===== src/rtl/capture_window_ctrl_pkg.sv =====
// Shared types and helpers for the capture window sequencer.
package capture_window_ctrl_pkg;

  typedef enum logic [1:0] {
    IDLE  = 2'd0,
    CLEAR = 2'd1,
    ARMED = 2'd2,
    DONE  = 2'd3
  } state_e;

  // Index of the lowest set bit; 0 when no bit is set.
  function automatic logic [4:0] lsb_idx(input logic [31:0] v);
    lsb_idx = '0;
    for (int i = 31; i >= 0; i--)
      if (v[i]) lsb_idx = 5'(i);
  endfunction

endpackage


===== src/rtl/capture_window_ctrl_flag_sync.sv =====
// Multi-flop synchronizer for the incoming capture flags; clears to 0 on reset.
module capture_window_ctrl_flag_sync #(
  parameter int N_CH        = 8,
  parameter int SYNC_STAGES = 2
) (
  input  logic            clk,
  input  logic            clrn,
  input  logic [N_CH-1:0] flag_i,
  output logic [N_CH-1:0] sflag_o
);

  logic [SYNC_STAGES-1:0][N_CH-1:0] pipe_q;

  always_ff @(posedge clk or negedge clrn) begin
    if (!clrn) begin
      pipe_q <= '0;
    end else begin
      pipe_q[0] <= flag_i;
      for (int s = 1; s < SYNC_STAGES; s++)
        pipe_q[s] <= pipe_q[s-1];
    end
  end

  assign sflag_o = pipe_q[SYNC_STAGES-1];

endmodule


===== src/rtl/capture_window_ctrl.sv =====
// Run sequencer for the edge-capture bank: clear, timed acquisition window,
// per-channel first-edge timestamps and a start/done/ack host handshake.
module capture_window_ctrl
  import capture_window_ctrl_pkg::*;
#(
  parameter int N_CH        = 8,
  parameter int TS_W        = 16,
  parameter int SYNC_STAGES = 2,
  parameter int CLR_CYC     = 4,
  localparam int CH_W       = $clog2(N_CH)
) (
  input  logic            clk,
  input  logic            clrn,
  input  logic            start_i,
  input  logic            abort_i,
  input  logic            ack_i,
  input  logic [TS_W-1:0] window_i,
  input  logic [N_CH-1:0] mask_i,
  input  logic [N_CH-1:0] flag_i,
  input  logic [CH_W-1:0] rd_sel_i,
  output logic            clr_o,
  output logic            busy_o,
  output logic            done_o,
  output logic            timeout_o,
  output logic [N_CH-1:0] hit_o,
  output logic [CH_W-1:0] first_ch_o,
  output logic [TS_W-1:0] first_ts_o,
  output logic            any_hit_o,
  output logic [TS_W-1:0] rd_ts_o
);

  localparam int CC_W = $clog2(CLR_CYC + 1);

  state_e                      state_q, state_d;
  logic [TS_W-1:0]             cnt_q, cnt_d;
  logic [CC_W-1:0]             ccnt_q, ccnt_d;
  logic [TS_W-1:0]             window_q, window_d;
  logic [N_CH-1:0]             mask_q, mask_d;
  logic [N_CH-1:0]             hit_q, hit_d;
  logic [N_CH-1:0][TS_W-1:0]   ts_q, ts_d;
  logic [CH_W-1:0]             first_ch_q, first_ch_d;
  logic [TS_W-1:0]             first_ts_q, first_ts_d;
  logic                        any_hit_q, any_hit_d;
  logic                        timeout_q, timeout_d;
  logic [TS_W-1:0]             rd_ts_q;

  logic [N_CH-1:0]             sflag;
  logic [N_CH-1:0]             new_hits;
  logic                        all_hit;
  logic                        expire;

  capture_window_ctrl_flag_sync #(
    .N_CH        (N_CH),
    .SYNC_STAGES (SYNC_STAGES)
  ) u_flag_sync (
    .clk     (clk),
    .clrn    (clrn),
    .flag_i  (flag_i),
    .sflag_o (sflag)
  );

  assign new_hits = mask_q & sflag & ~hit_q;
  assign all_hit  = (((hit_q | new_hits) & mask_q) == mask_q);
  // window 0 wraps to all-ones here, giving a full 2^TS_W cycle window.
  assign expire   = (cnt_q == window_q - TS_W'(1));

  always_ff @(posedge clk or negedge clrn) begin
    if (!clrn) state_q <= IDLE;
    else       state_q <= state_d;
  end

  always_comb begin
    state_d    = state_q;
    cnt_d      = cnt_q;
    ccnt_d     = ccnt_q;
    window_d   = window_q;
    mask_d     = mask_q;
    hit_d      = hit_q;
    ts_d       = ts_q;
    first_ch_d = first_ch_q;
    first_ts_d = first_ts_q;
    any_hit_d  = any_hit_q;
    timeout_d  = timeout_q;
    unique case (state_q)
      IDLE: begin
        if (start_i) begin
          state_d    = CLEAR;
          window_d   = window_i;
          mask_d     = mask_i;
          hit_d      = '0;
          ts_d       = '0;
          first_ch_d = '0;
          first_ts_d = '0;
          any_hit_d  = 1'b0;
          timeout_d  = 1'b0;
          cnt_d      = '0;
          ccnt_d     = '0;
        end
      end
      CLEAR: begin
        if (abort_i) begin
          state_d = IDLE;
        end else if (ccnt_q == CC_W'(CLR_CYC - 1)) begin
          state_d = ARMED;
          cnt_d   = '0;
        end else begin
          ccnt_d = ccnt_q + CC_W'(1);
        end
      end
      ARMED: begin
        // Abort takes priority; the aborting cycle records no captures.
        if (abort_i) begin
          state_d = IDLE;
        end else begin
          cnt_d = cnt_q + TS_W'(1);
          hit_d = hit_q | new_hits;
          for (int i = 0; i < N_CH; i++)
            if (new_hits[i]) ts_d[i] = cnt_q;
          if (!any_hit_q && (|new_hits)) begin
            first_ch_d = CH_W'(lsb_idx(32'(new_hits)));
            first_ts_d = cnt_q;
            any_hit_d  = 1'b1;
          end
          if (all_hit) begin
            state_d   = DONE;
            timeout_d = 1'b0;
          end else if (expire) begin
            state_d   = DONE;
            timeout_d = 1'b1;
          end
        end
      end
      DONE: begin
        if (ack_i) state_d = IDLE;
      end
      default: state_d = IDLE;
    endcase
  end

  always_ff @(posedge clk or negedge clrn) begin
    if (!clrn) begin
      cnt_q      <= '0;
      ccnt_q     <= '0;
      window_q   <= '0;
      mask_q     <= '0;
      hit_q      <= '0;
      ts_q       <= '0;
      first_ch_q <= '0;
      first_ts_q <= '0;
      any_hit_q  <= 1'b0;
      timeout_q  <= 1'b0;
    end else begin
      cnt_q      <= cnt_d;
      ccnt_q     <= ccnt_d;
      window_q   <= window_d;
      mask_q     <= mask_d;
      hit_q      <= hit_d;
      ts_q       <= ts_d;
      first_ch_q <= first_ch_d;
      first_ts_q <= first_ts_d;
      any_hit_q  <= any_hit_d;
      timeout_q  <= timeout_d;
    end
  end

  // Non-power-of-two banks read 0 for select values past the last channel.
  if (N_CH == (1 << CH_W)) begin : g_rd_pow2
    always_ff @(posedge clk or negedge clrn) begin
      if (!clrn) rd_ts_q <= '0;
      else       rd_ts_q <= ts_q[rd_sel_i];
    end
  end else begin : g_rd_np2
    always_ff @(posedge clk or negedge clrn) begin
      if (!clrn)                        rd_ts_q <= '0;
      else if (rd_sel_i < CH_W'(N_CH))  rd_ts_q <= ts_q[rd_sel_i];
      else                              rd_ts_q <= '0;
    end
  end

  assign clr_o      = (state_q != ARMED);
  assign busy_o     = (state_q == CLEAR) || (state_q == ARMED);
  assign done_o     = (state_q == DONE);
  assign timeout_o  = timeout_q;
  assign hit_o      = hit_q;
  assign first_ch_o = first_ch_q;
  assign first_ts_o = first_ts_q;
  assign any_hit_o  = any_hit_q;
  assign rd_ts_o    = rd_ts_q;

endmodule


===== config.mk =====
export PLATFORM = sky130hd
export DESIGN_NAME = capture_window_ctrl
export DESIGN_NICKNAME = d
export VERILOG_FILES = /design/src/rtl/capture_window_ctrl_pkg.sv /design/src/rtl/capture_window_ctrl_flag_sync.sv /design/src/rtl/capture_window_ctrl.sv
export SDC_FILE = /design/constraint.sdc
export NUM_CORES = 1
export LEC_CHECK = 0
export ABC_CLOCK_PERIOD_IN_PS = 5700
export CORE_ASPECT_RATIO = 1.5
export CORE_MARGIN = 5
export CORE_UTILIZATION = 35
export CTS_BUF_LIST = sky130_fd_sc_hd__clkbuf_2
export CTS_CLUSTER_SIZE = 14
export DETAILED_ROUTE_END_ITERATION = 10
export DONT_BUFFER_PORTS = 1
export GPL_TIMING_DRIVEN = 0
export PLACE_DENSITY_LB_ADDON = 0.15
export SLEW_MARGIN = 30
export SYNTH_ARGS = -nofsm -noshare
export SYNTH_HDL_FRONTEND = slang
export SYNTH_HIERARCHICAL = 1
export SYNTH_SLANG_ARGS = --single-unit

===== constraint.sdc =====
create_clock -name clk -period 5.7 [get_ports clk]
set_input_delay 0.855 -clock clk [delete_from_list [all_inputs] [get_ports clk]]
set_output_delay 0.855 -clock clk [all_outputs]
set_load 0.01 [all_outputs]

==> impl_metrics.tcl <==
set metrics [dict create \
    antenna_found_initial 1 \
    chipHeight_um 220 \
    fin_nets 1048 \
    drt-initial-drc-count 299 \
    wire_per_inst_um 18.4 \
    crit_path_max_fanout 10 \
    yosys.area.top_type "dfrtp_1" \
    drv_slew 0 \
    drc 0 \
    critPathSlowestCell "clkinv_1" \
    hold_viol_final 234 \
    seq_area_frac_synth_pct 57.1 \
    layout_min_cycle_time_ps 3190 \
    gr-usage-all-layers_pct 16.8 \
    die_w_um 150 \
    drive_gt1_share_pct 17.6 \
    avgViaCountPerCell 4.97 \
    dieArea_um2 32900 \
    cts_tree "yes" \
    fin_setup_tns_ps 0 \
    hold_path.class "in2async" \
    arrival_ps 2340 \
    clock.fmax_ghz 0.313 \
    synth_seq_cells 234 \
    core_um2 28800 \
    cp-end-kind "primary output" \
    worst_slack_ps 2510 \
    p_leak_uw 0.00497 \
    grt_pass1_vias 7665 \
    gp_congestion 0.767 \
    ctsHtreeMaxLevel 2 \
    mappedNetlistArea_um2 10300 \
    clock_sinks 234 \
    critPathBufInv 3 \
    finalSetupViolations 0 \
    status "complete, but fails checks" \
    initial_core_util_pct 35.6 \
    grt_start_max_net_pins 235 \
    power_density_nw_per_um2 400 \
    ioPinCount 88 \
    holdWs_ps -301 \
    synth_ff_type "dfrtp_1" \
    final_core_util_pct 39.2 \
    wirelength_um 26300 \
    vias 7094 \
    synth_common_cells "dfrtp_1 (234), nand2_1 (190), o21ai_0 (163)" \
    worstSetupStartpointType "register" \
    finalCritPeriodShare_pct 56.0 \
    yosysTopAreaCellShare_pct 57.1 \
    worstSkewPairLatency_ps 890 \
    synthCells 933 \
    crit_path_cell_trace "inv_1, ha_1, clkbuf_1, clkinv_1" \
    synth_edf_count 0 \
    clockBufferDepth 3 \
    dp_slack_ps 2550 \
    cts_made_buffers 57 \
    rows 76 \
    hold_buffers 8 \
    synth_most_common_cell "dfrtp_1" \
    max_stage_delay_ps 430 \
    synth-async-reset-ratio_pct 100 \
    ys_types 59 \
    max_cap_violations 0 \
    grt_pass1_wl_um 42900 \
    relSlewSlack_pct 43.2 \
    cpLargestDelayFamily "buffers and inverters" \
    path_clk_slew_ps 110 \
    ys_warn_count 6 \
    max-vdd-ir-drop_mv 0.227 \
    dp_hpwl_um 18900 \
    cts_root_buf "clkbuf_2" \
    drt_pass1_iterations 4 \
    worstMarginPinSlew_ps 852 \
    synth_fp_nets 981 \
    rsz0062_at_grt "false" \
    area_growth_pct 10.2 \
    worst_ep_required_time_ps 4850 \
    avgSynthCellArea_um2 11.0 \
    io_buffers 0 \
    ys_top_cells_by_area "dfrtp_1 (57%), o21ai_0 (8.0%), mux4_2 (7.0%)" \
    violations "negative hold slack" \
    fin_skew_ps 86.1 \
    worst-setup-path-type "reg2out" \
    final_antenna_net_count 0 \
    grt_remaining_overflow 0 \
]
## cell type report
cell class	count	area (um^2)
Sequential cell	234	5860
Fill cell	2908	17500
Antenna cell	1	2.50
Timing Repair Buffer	8	80.1
Multi-Input combinational cell	621	4080
Tap cell	390	488
Clock inverter	15	58.8
Buffer	60	263
Clock buffer	81	405
Inverter	18	67.6
## cell families after synthesis
| kind of cell | count (synthesis) | synth area share, % |
|---|---|---|
| XOR/XNOR | 29 | 2.48 |
| adder cells (fa/ha/maj) | 8 | 0.976 |
| buffers and inverters | 78 | 3.20 |
| flip-flops | 234 | 57.1 |
| AO/OA/AOI/OAI | 205 | 11.0 |
| multiplexers | 78 | 12.0 |
| AND/OR/NAND/NOR | 301 | 13.2 |
## placed cells by master (no fill, tap or decap), types with 3 or more instances in the layout
| cell type | count |
|---|---|
| dlygate4sd3_1 | 8 |
| mux2i_1 | 3 |
| dfrtp_1 | 234 |
| nor2_1 | 40 |
| ha_1 | 8 |
| clkinv_1 | 12 |
| a21oi_1 | 7 |
| inv_1 | 17 |
| buf_1 | 3 |
| xnor2_1 | 20 |
| nand4_1 | 5 |
| or4_1 | 3 |
| nand2b_1 | 6 |
| and3_1 | 3 |
| nor3b_1 | 6 |
| buf_2 | 4 |
| and2_1 | 3 |
| clkbuf_1 | 43 |
| o21ai_0 | 163 |
| nor2b_1 | 4 |
| mux2_2 | 43 |
| or3_1 | 5 |
| xor2_1 | 9 |
| clkbuf_2 | 83 |
| mux4_2 | 32 |
| nand3_1 | 7 |
| nor3_1 | 4 |
| buf_4 | 8 |
| nor4_1 | 6 |
| nand3b_1 | 6 |
| a31oi_1 | 10 |
| nand2_1 | 190 |
## flip-flops by register name, summed over array words and instances (netlist names), 16 cells and up
register / count
ts_q: 128
cnt_q: 16
first_ts_o: 16
rd_ts_o: 16
window_q: 16
## where the power goes
| group | switching, uW | leakage (uW) | internal (uW) | total (uW) |
|---|---|---|---|---|
| registers | 160 | 0.00317 | 1790 | 1950 |
| logic | 1090 | 0.00143 | 430 | 1520 |
| clock network | 674 | 0.000370 | 378 | 1050 |
| total | 1920 | 0.00497 | 2600 | 4520 |
## stage by stage
stage | std cells | power, uW | cell area, um^2
final | 1428 | 4520 | 11300
after global routing | 1428 | 4900 | 11300
after CTS | 1427 | 4650 | 11300
after detailed placement | 1323 | 3550 | 10700
after global placement | 1323 | 3540 | 10700
after floorplan | 933 | 2960 | 10300
## final timing paths
check / start / to / slack (ps) / cells past startpoint
max in group asynchronous: clrn / window_q[7]$_DFFE_PN0P_ / 5490 / 0
worst min-delay path: clrn / first_ts_o[3]$_DFFE_PN0P_ / -300 / 0
min in group clk: window_i[2] / window_q[2]$_DFFE_PN0P_ / 150 / 1
worst min register to register: u_flag_sync/pipe_q[6]$_DFF_PN0_ / u_flag_sync/sflag_o[6]$_DFF_PN0_ / 350 / 0
worst max-delay path: state_q[0]$_DFFE_PN0P_ / clr_o / 2510 / 4
worst max register to register: window_q[0]$_DFFE_PN0P_ / state_q[1]$_DFFE_PN0P_ / 2580 / 10
## metal layers
| metal | vias to the layer above | wire, um | share of wire, % | global-route usage [%] |
|---|---|---|---|---|
| li1 | 3410 | - | - | - |
| met4 | 0 | 949 | 3.6 | 7.11 |
| met2 | 149 | 14100 | 54 | 30.7 |
| met5 | - | 0 | 0 | 0 |
| met3 | 61 | 1350 | 5.1 | 3.97 |
| met1 | 3474 | 9910 | 38 | 18.6 |
## what timing repair did
item                                   in CTS  in global routing
endpoints found under the hold margin     242                234
resized for setup                           0                  0
setup buffers                               0                  0
Note: power is estimated with default switching activity, not from simulation.
